--- config.mk ---
export PLATFORM = sky130hd
export DESIGN_NAME = uart_tx_arbiter
export DESIGN_NICKNAME = d
export VERILOG_FILES = /design/src/rtl/uart_pkg.sv /design/src/rtl/uart_tx_serializer.sv /design/src/rtl/uart_tx_arbiter.sv
export SDC_FILE = /design/constraint.sdc
export NUM_CORES = 1
export LEC_CHECK = 0
export ABC_AREA = 1
export BUFFER_PORTS_ARGS = -buffer_cell sky130_fd_sc_hd__clkbuf_2
export CAP_MARGIN = 20
export CORE_UTILIZATION = 35
export DETAILED_ROUTE_END_ITERATION = 10
export SLEW_MARGIN = 0
export SYNTH_ARGS = -nofsm -noshare
export SYNTH_HDL_FRONTEND = slang
export SYNTH_HIERARCHICAL = 1
export SYNTH_SLANG_ARGS = --single-unit
--- constraint.sdc ---
create_clock -name clk -period 2 [get_ports clk]
set_input_delay 0.1 -clock clk [delete_from_list [all_inputs] [get_ports clk]]
set_output_delay 0.1 -clock clk [all_outputs]
set_load 0.05 [all_outputs]
--- src/rtl/uart_pkg.sv ---
// uart_pkg: shared frame constant, arbiter state type and baud divisor helper.
package uart_pkg;
    localparam int FRAME_BITS = 10;
    typedef enum logic {IDLE, OWN} arb_state_t;
    function automatic int baud_div(input int clock_freq, input int baud_rate);
        return clock_freq / baud_rate;
    endfunction
endpackage

--- src/rtl/uart_tx_serializer.sv ---
// uart_tx_serializer: 8N1 shifter, DIV cycles per bit, bit timer restarted on every load.
module uart_tx_serializer
    import uart_pkg::*;
#(
    parameter int DIV = 10
) (
    input  logic       clk,
    input  logic       rst,
    input  logic       load,
    input  logic [7:0] data,
    output logic       idle,
    output logic       tx
);
    localparam int TW = (DIV > 1) ? $clog2(DIV) : 1;
    localparam logic [TW-1:0] TMAX = TW'(DIV - 1);
    localparam logic [3:0] LAST_BIT = 4'(FRAME_BITS - 1);
    logic [TW-1:0] timer;
    logic [3:0] bit_idx;
    logic [8:0] shreg;
    logic active, tick, done;
    assign tick = (timer == TMAX);
    assign done = active && tick && (bit_idx == LAST_BIT);
    // idle already in the final stop-bit cycle so a reload follows with no gap
    assign idle = ~active | done;
    always_ff @(posedge clk) begin
        if (rst) begin
            active  <= 1'b0;
            tx      <= 1'b1;
            timer   <= '0;
            bit_idx <= '0;
            shreg   <= '1;
        end else if (load) begin
            active  <= 1'b1;
            tx      <= 1'b0;
            timer   <= '0;
            bit_idx <= '0;
            shreg   <= {1'b1, data};
        end else if (active) begin
            timer <= tick ? '0 : timer + 1'b1;
            if (tick) begin
                tx      <= shreg[0];
                shreg   <= {1'b1, shreg[8:1]};
                bit_idx <= bit_idx + 1'b1;
                active  <= ~done;
            end
        end
    end
endmodule

--- src/rtl/uart_tx_arbiter.sv ---
// uart_tx_arbiter: round-robin message-locked sharing of one 8N1 tx line; UART_ARB_TIMEOUT_EN adds stall eviction.
module uart_tx_arbiter
    import uart_pkg::*;
#(
    parameter int N_REQ          = 4,
    parameter int CLOCK_FREQ     = 30000000,
    parameter int BAUD_RATE      = 115200,
    parameter int TIMEOUT_CYCLES = 65535
) (
    input  logic               clk,
    input  logic               rst,
    input  logic [N_REQ-1:0]   req_valid,
    input  logic [8*N_REQ-1:0] req_data,
    input  logic [N_REQ-1:0]   req_last,
    output logic [N_REQ-1:0]   req_ready,
    output logic [N_REQ-1:0]   grant,
    output logic               busy,
    output logic               abort,
    output logic               tx
);
    localparam int DIV = baud_div(CLOCK_FREQ, BAUD_RATE);
    localparam int PW = $clog2(N_REQ);
    if (N_REQ < 2 || N_REQ > 8 || DIV < 2 || TIMEOUT_CYCLES < 1) begin : g_bad_cfg
        $error("uart_tx_arbiter: unsupported parameter set");
    end
    arb_state_t state, state_n;
    logic [N_REQ-1:0] grant_n;
    logic [PW-1:0] owner, owner_n, ptr, ptr_n, sel, owner_inc;
    logic ser_idle, xfer, last, found;
    logic [7:0] byte_d;
`ifdef UART_ARB_TIMEOUT_EN
    localparam int SW = $clog2(TIMEOUT_CYCLES + 1);
    localparam logic [SW-1:0] STALL_LIM = SW'(TIMEOUT_CYCLES - 1);
    logic [SW-1:0] stall, stall_n;
    logic abort_r, abort_n;
    assign abort = abort_r;
`else
    assign abort = 1'b0;
`endif
    assign req_ready = (state == OWN && ser_idle) ? grant : '0;
    assign xfer      = |(req_valid & req_ready);
    assign byte_d    = req_data[{owner, 3'b000} +: 8];
    assign last      = req_last[owner];
    assign owner_inc = (owner == PW'(N_REQ - 1)) ? '0 : owner + 1'b1;
    assign busy      = (state == OWN) | ~ser_idle;
    always_comb begin
        sel   = ptr;
        found = 1'b0;
        for (int k = 0; k < N_REQ; k++) begin
            if (!found && req_valid[(int'(ptr) + k) % N_REQ]) begin
                sel   = PW'((int'(ptr) + k) % N_REQ);
                found = 1'b1;
            end
        end
    end
    always_comb begin
        state_n = state;
        grant_n = grant;
        owner_n = owner;
        ptr_n   = ptr;
`ifdef UART_ARB_TIMEOUT_EN
        stall_n = stall;
        abort_n = 1'b0;
`endif
        if (state == IDLE) begin
            if (found) begin
                state_n = OWN;
                grant_n = N_REQ'(1) << sel;
                owner_n = sel;
`ifdef UART_ARB_TIMEOUT_EN
                stall_n = '0;
`endif
            end
        end else if (xfer && last) begin
            state_n = IDLE;
            grant_n = '0;
            ptr_n   = owner_inc;
        end
`ifdef UART_ARB_TIMEOUT_EN
        else if (xfer) begin
            stall_n = '0;
        end else if (ser_idle) begin
            stall_n = stall + 1'b1;
            if (stall == STALL_LIM) begin
                abort_n = 1'b1;
                state_n = IDLE;
                grant_n = '0;
                ptr_n   = owner_inc;
            end
        end
`endif
    end
    always_ff @(posedge clk) begin
        if (rst) begin
            state <= IDLE;
            grant <= '0;
            owner <= '0;
            ptr   <= '0;
`ifdef UART_ARB_TIMEOUT_EN
            stall   <= '0;
            abort_r <= 1'b0;
`endif
        end else begin
            state <= state_n;
            grant <= grant_n;
            owner <= owner_n;
            ptr   <= ptr_n;
`ifdef UART_ARB_TIMEOUT_EN
            stall   <= stall_n;
            abort_r <= abort_n;
`endif
        end
    end
    uart_tx_serializer #(.DIV(DIV)) u_ser (
        .clk  (clk),
        .rst  (rst),
        .load (xfer),
        .data (byte_d),
        .idle (ser_idle),
        .tx   (tx)
    );
endmodule

==> results_dict.tcl <==
set metrics [dict create \
    ant_nets 0 \
    cts_made_buffers 5 \
    setup_viol 2 \
    synth-seq-area-share 0.276 \
    syn_area_um2 2320 \
    critical_path_class "reg -> reg" \
    finalHoldViolations 0 \
    clk_pin_slew_ps 80 \
    fp.dieH_um 83.4 \
    drtPass1Iterations 4 \
    rows 29 \
    syn-num-nets 406 \
    netlist_top_cells_count "nand2_1 (91), nor2_1 (38), nand3_1 (35)" \
    grt_setup_unrepaired "yes" \
    clock_latency_ps 290 \
    outcome "finished, violations left" \
    synthMostInstantiatedCell "nand2_1" \
    drv_cap 0 \
    synth_cells 360 \
    timing.rr.end "u_ser/bit_idx[2]" \
    htreeDepth 2 \
    worst_setup_path_end_kind "flip-flop" \
    r2r_setup_slack_ps -10 \
    coreArea_um2 6390 \
    cp_data_arrival_time_ps 2240 \
    cts_buffer_depth 2 \
    worstReg2RegStart "u_ser/timer[0]" \
    leakage_uw 0.00147 \
    die_w_um 83.4 \
    violations "setup timing" \
    place_congestion 0.811 \
    required_ps 2230 \
    synth_top_cell_area_share 0.276 \
    grt_overflow 0 \
    hp-start "req_data[7]" \
    vias 2521 \
    nNetsFinal 474 \
    yosysTopAreaCell "dfxtp_1" \
    fmax_mhz 497 \
    min_period_ps 2010 \
    routed_wl_um 6140 \
    start_util 0.363 \
    dieArea_um2 6950 \
    synth.distinct_cells 36 \
    synth_edf_count 0 \
    hold_path_class "in -> reg" \
    pin_count 53 \
    async_flop_share 0 \
    drt_iter0_drc 91 \
    tritoncts "done" \
    worst-path-max-fanout 7 \
    via_per_inst 4.98 \
    portBuffers 51 \
    n_antenna_cell 0 \
    antenna_found_initial 0 \
    fin_crit_sh 1.01 \
    hold_ws_ps 225 \
    place_hpwl_um 4520 \
    start_kind "flip-flop" \
    ir_drop_mv 0.303 \
    slew_violations 0 \
    powerDensity_nw_per_um2 583 \
    drive_above_1_share 0.361 \
    reg2regPathDepth 14 \
    grt_pass1_vias 2298 \
    wl_per_cell_um 12.1 \
    setup_ws_ps -10.7 \
    hold_end "u_ser/shreg[7]" \
    grt_first_pass_wirelength_um 10300 \
    cts.sink_count 32 \
    syn_to_final_growth_pct 32.9 \
    power.total_uw 1800 \
    grt_max_degree 19 \
    setup_tns_ps -19.2 \
    synth_seq_cells 32 \
    ctsRootBufferMaster "clkbuf_8" \
    hold_depth 5 \
    yosys_warnings 6 \
    syn_avg_cell_area_um2 6.44 \
    grt_use_total 0.179 \
    ys_top_cells_by_area "dfxtp_1 (28%), nand2_1 (15%), nand3_1 (7.6%)" \
    ys.flop_type "dfxtp_1" \
    finClkSkew_ps 12.9 \
    route.detailed.drc 0 \
]
==> what timing repair did <==
action / in CTS / in global routing
hold buffers: 0 / 0
setup endpoints to repair: 30 / 31
pin swaps: 5 / 9
gates cloned: 2 / 0
buffers inserted: 2 / 3
resized for setup: 15 / 17
==> sequential cells by signal, summed over array words and instances, names as in the netlist <==
| register | cells |
|---|---|
| state | 1 |
| ptr | 2 |
| owner | 2 |
| u_ser/shreg | 8 |
| u_ser/active | 1 |
| u_ser/timer | 9 |
| grant | 4 |
| u_ser/tx | 1 |
| u_ser/bit_idx | 4 |
==> final cells by class <==
cell class,instances,area [um^2]
timing repair inverter,1,6.26
fill,651,3310
sequential,32,646
timing repair buffer,74,473
clock buffer,5,68.8
inverter,37,149
tap,77,96.3
clock inverter,3,23.8
multi-input combinational,277,1620
==> placed cells by master, fill, tap and decap left out, types with 2 or more instances in the layout <==
cell type and count:
a21oi_1 20, a21oi_2 5, buf_4 21, buf_6 2, clkbuf_2 49, clkbuf_8 5, clkinvlp_4 2, dfxtp_1 28
dfxtp_2 4, ha_1 3, inv_1 28, inv_2 6, inv_4 2, nand2_1 83, nand2_2 12, nand2_4 7
nand3_1 34, nand3_2 8, nand3_4 2, nand3b_1 2, nand4_1 8, nor2_1 30, nor2_2 8, nor2_4 10
o21ai_0 19, o21ai_1 3, o22ai_1 8, xor2_1 3
==> critical path: stages (launching register included) <==
cell and delay (ps):
dfxtp_2 340, ha_4 170, nand2_4 60, inv_2 30, nand2_2 60, nor2_4 40
nand2_2 70, nand2_4 70, nand2_8 110, nor2_4 40, a22oi_2 210, nand3_4 210
nor2_4 240, inv_2 130, a21oi_1 150
==> report_power, final <==
part | switching, uW | internal (uW) | total [uW]
combinational | 364 | 216 | 580
clock | 263 | 246 | 509
sequential | 35.4 | 673 | 708
total | 663 | 1130 | 1800
==> through the flow <==
step / utilization / setup slack [ps] / std cells / area, um^2
after floorplan: - / -91.0 / 360 / 2430
after global placement: 0.441 / -108 / 492 / 2820
after detailed placement: 0.441 / -184 / 492 / 2820
after CTS: 0.470 / 13.2 / 503 / 3000
after global routing: 0.482 / -108 / 506 / 3080
final: 0.482 / -10.7 / 506 / 3080
==> per-layer routing <==
metal,share of wire,global-route usage
met1,0.47,0.231
met2,0.46,0.297
met3,0.056,0.0398
met4,0.0096,0.0549
met5,0,0
==> logic make-up (layout without fill, tap and decap cells) <==
family	count (synthesis)	after routing	share of synthesized area
buffers and inverters	51	120	0.101
XOR/XNOR	3	3	0.0113
flip-flops	32	32	0.276
AND/OR/NAND/NOR	209	209	0.444
AO/OA/AOI/OAI	60	60	0.144
adder cells (fa/ha/maj)	4	4	0.0216
other	1	1	0.00162
==> worst max-delay path by stage <==
stage / from / endpoint / slack (ps) / cells after the start
CTS: u_ser/timer[1] / ptr[1] / 10 / 14
floorplan: u_ser/timer[1] / u_ser/shreg[3] / -90 / 15
finish: u_ser/timer[0] / u_ser/bit_idx[2] / -10 / 14
detailed placement: u_ser/bit_idx[1] / u_ser/bit_idx[2] / -180 / 13
global route: u_ser/timer[0] / u_ser/shreg[7] / -110 / 16
global placement: u_ser/bit_idx[1] / u_ser/timer[1] / -110 / 13
Note: power is estimated with default switching activity, not from simulation.
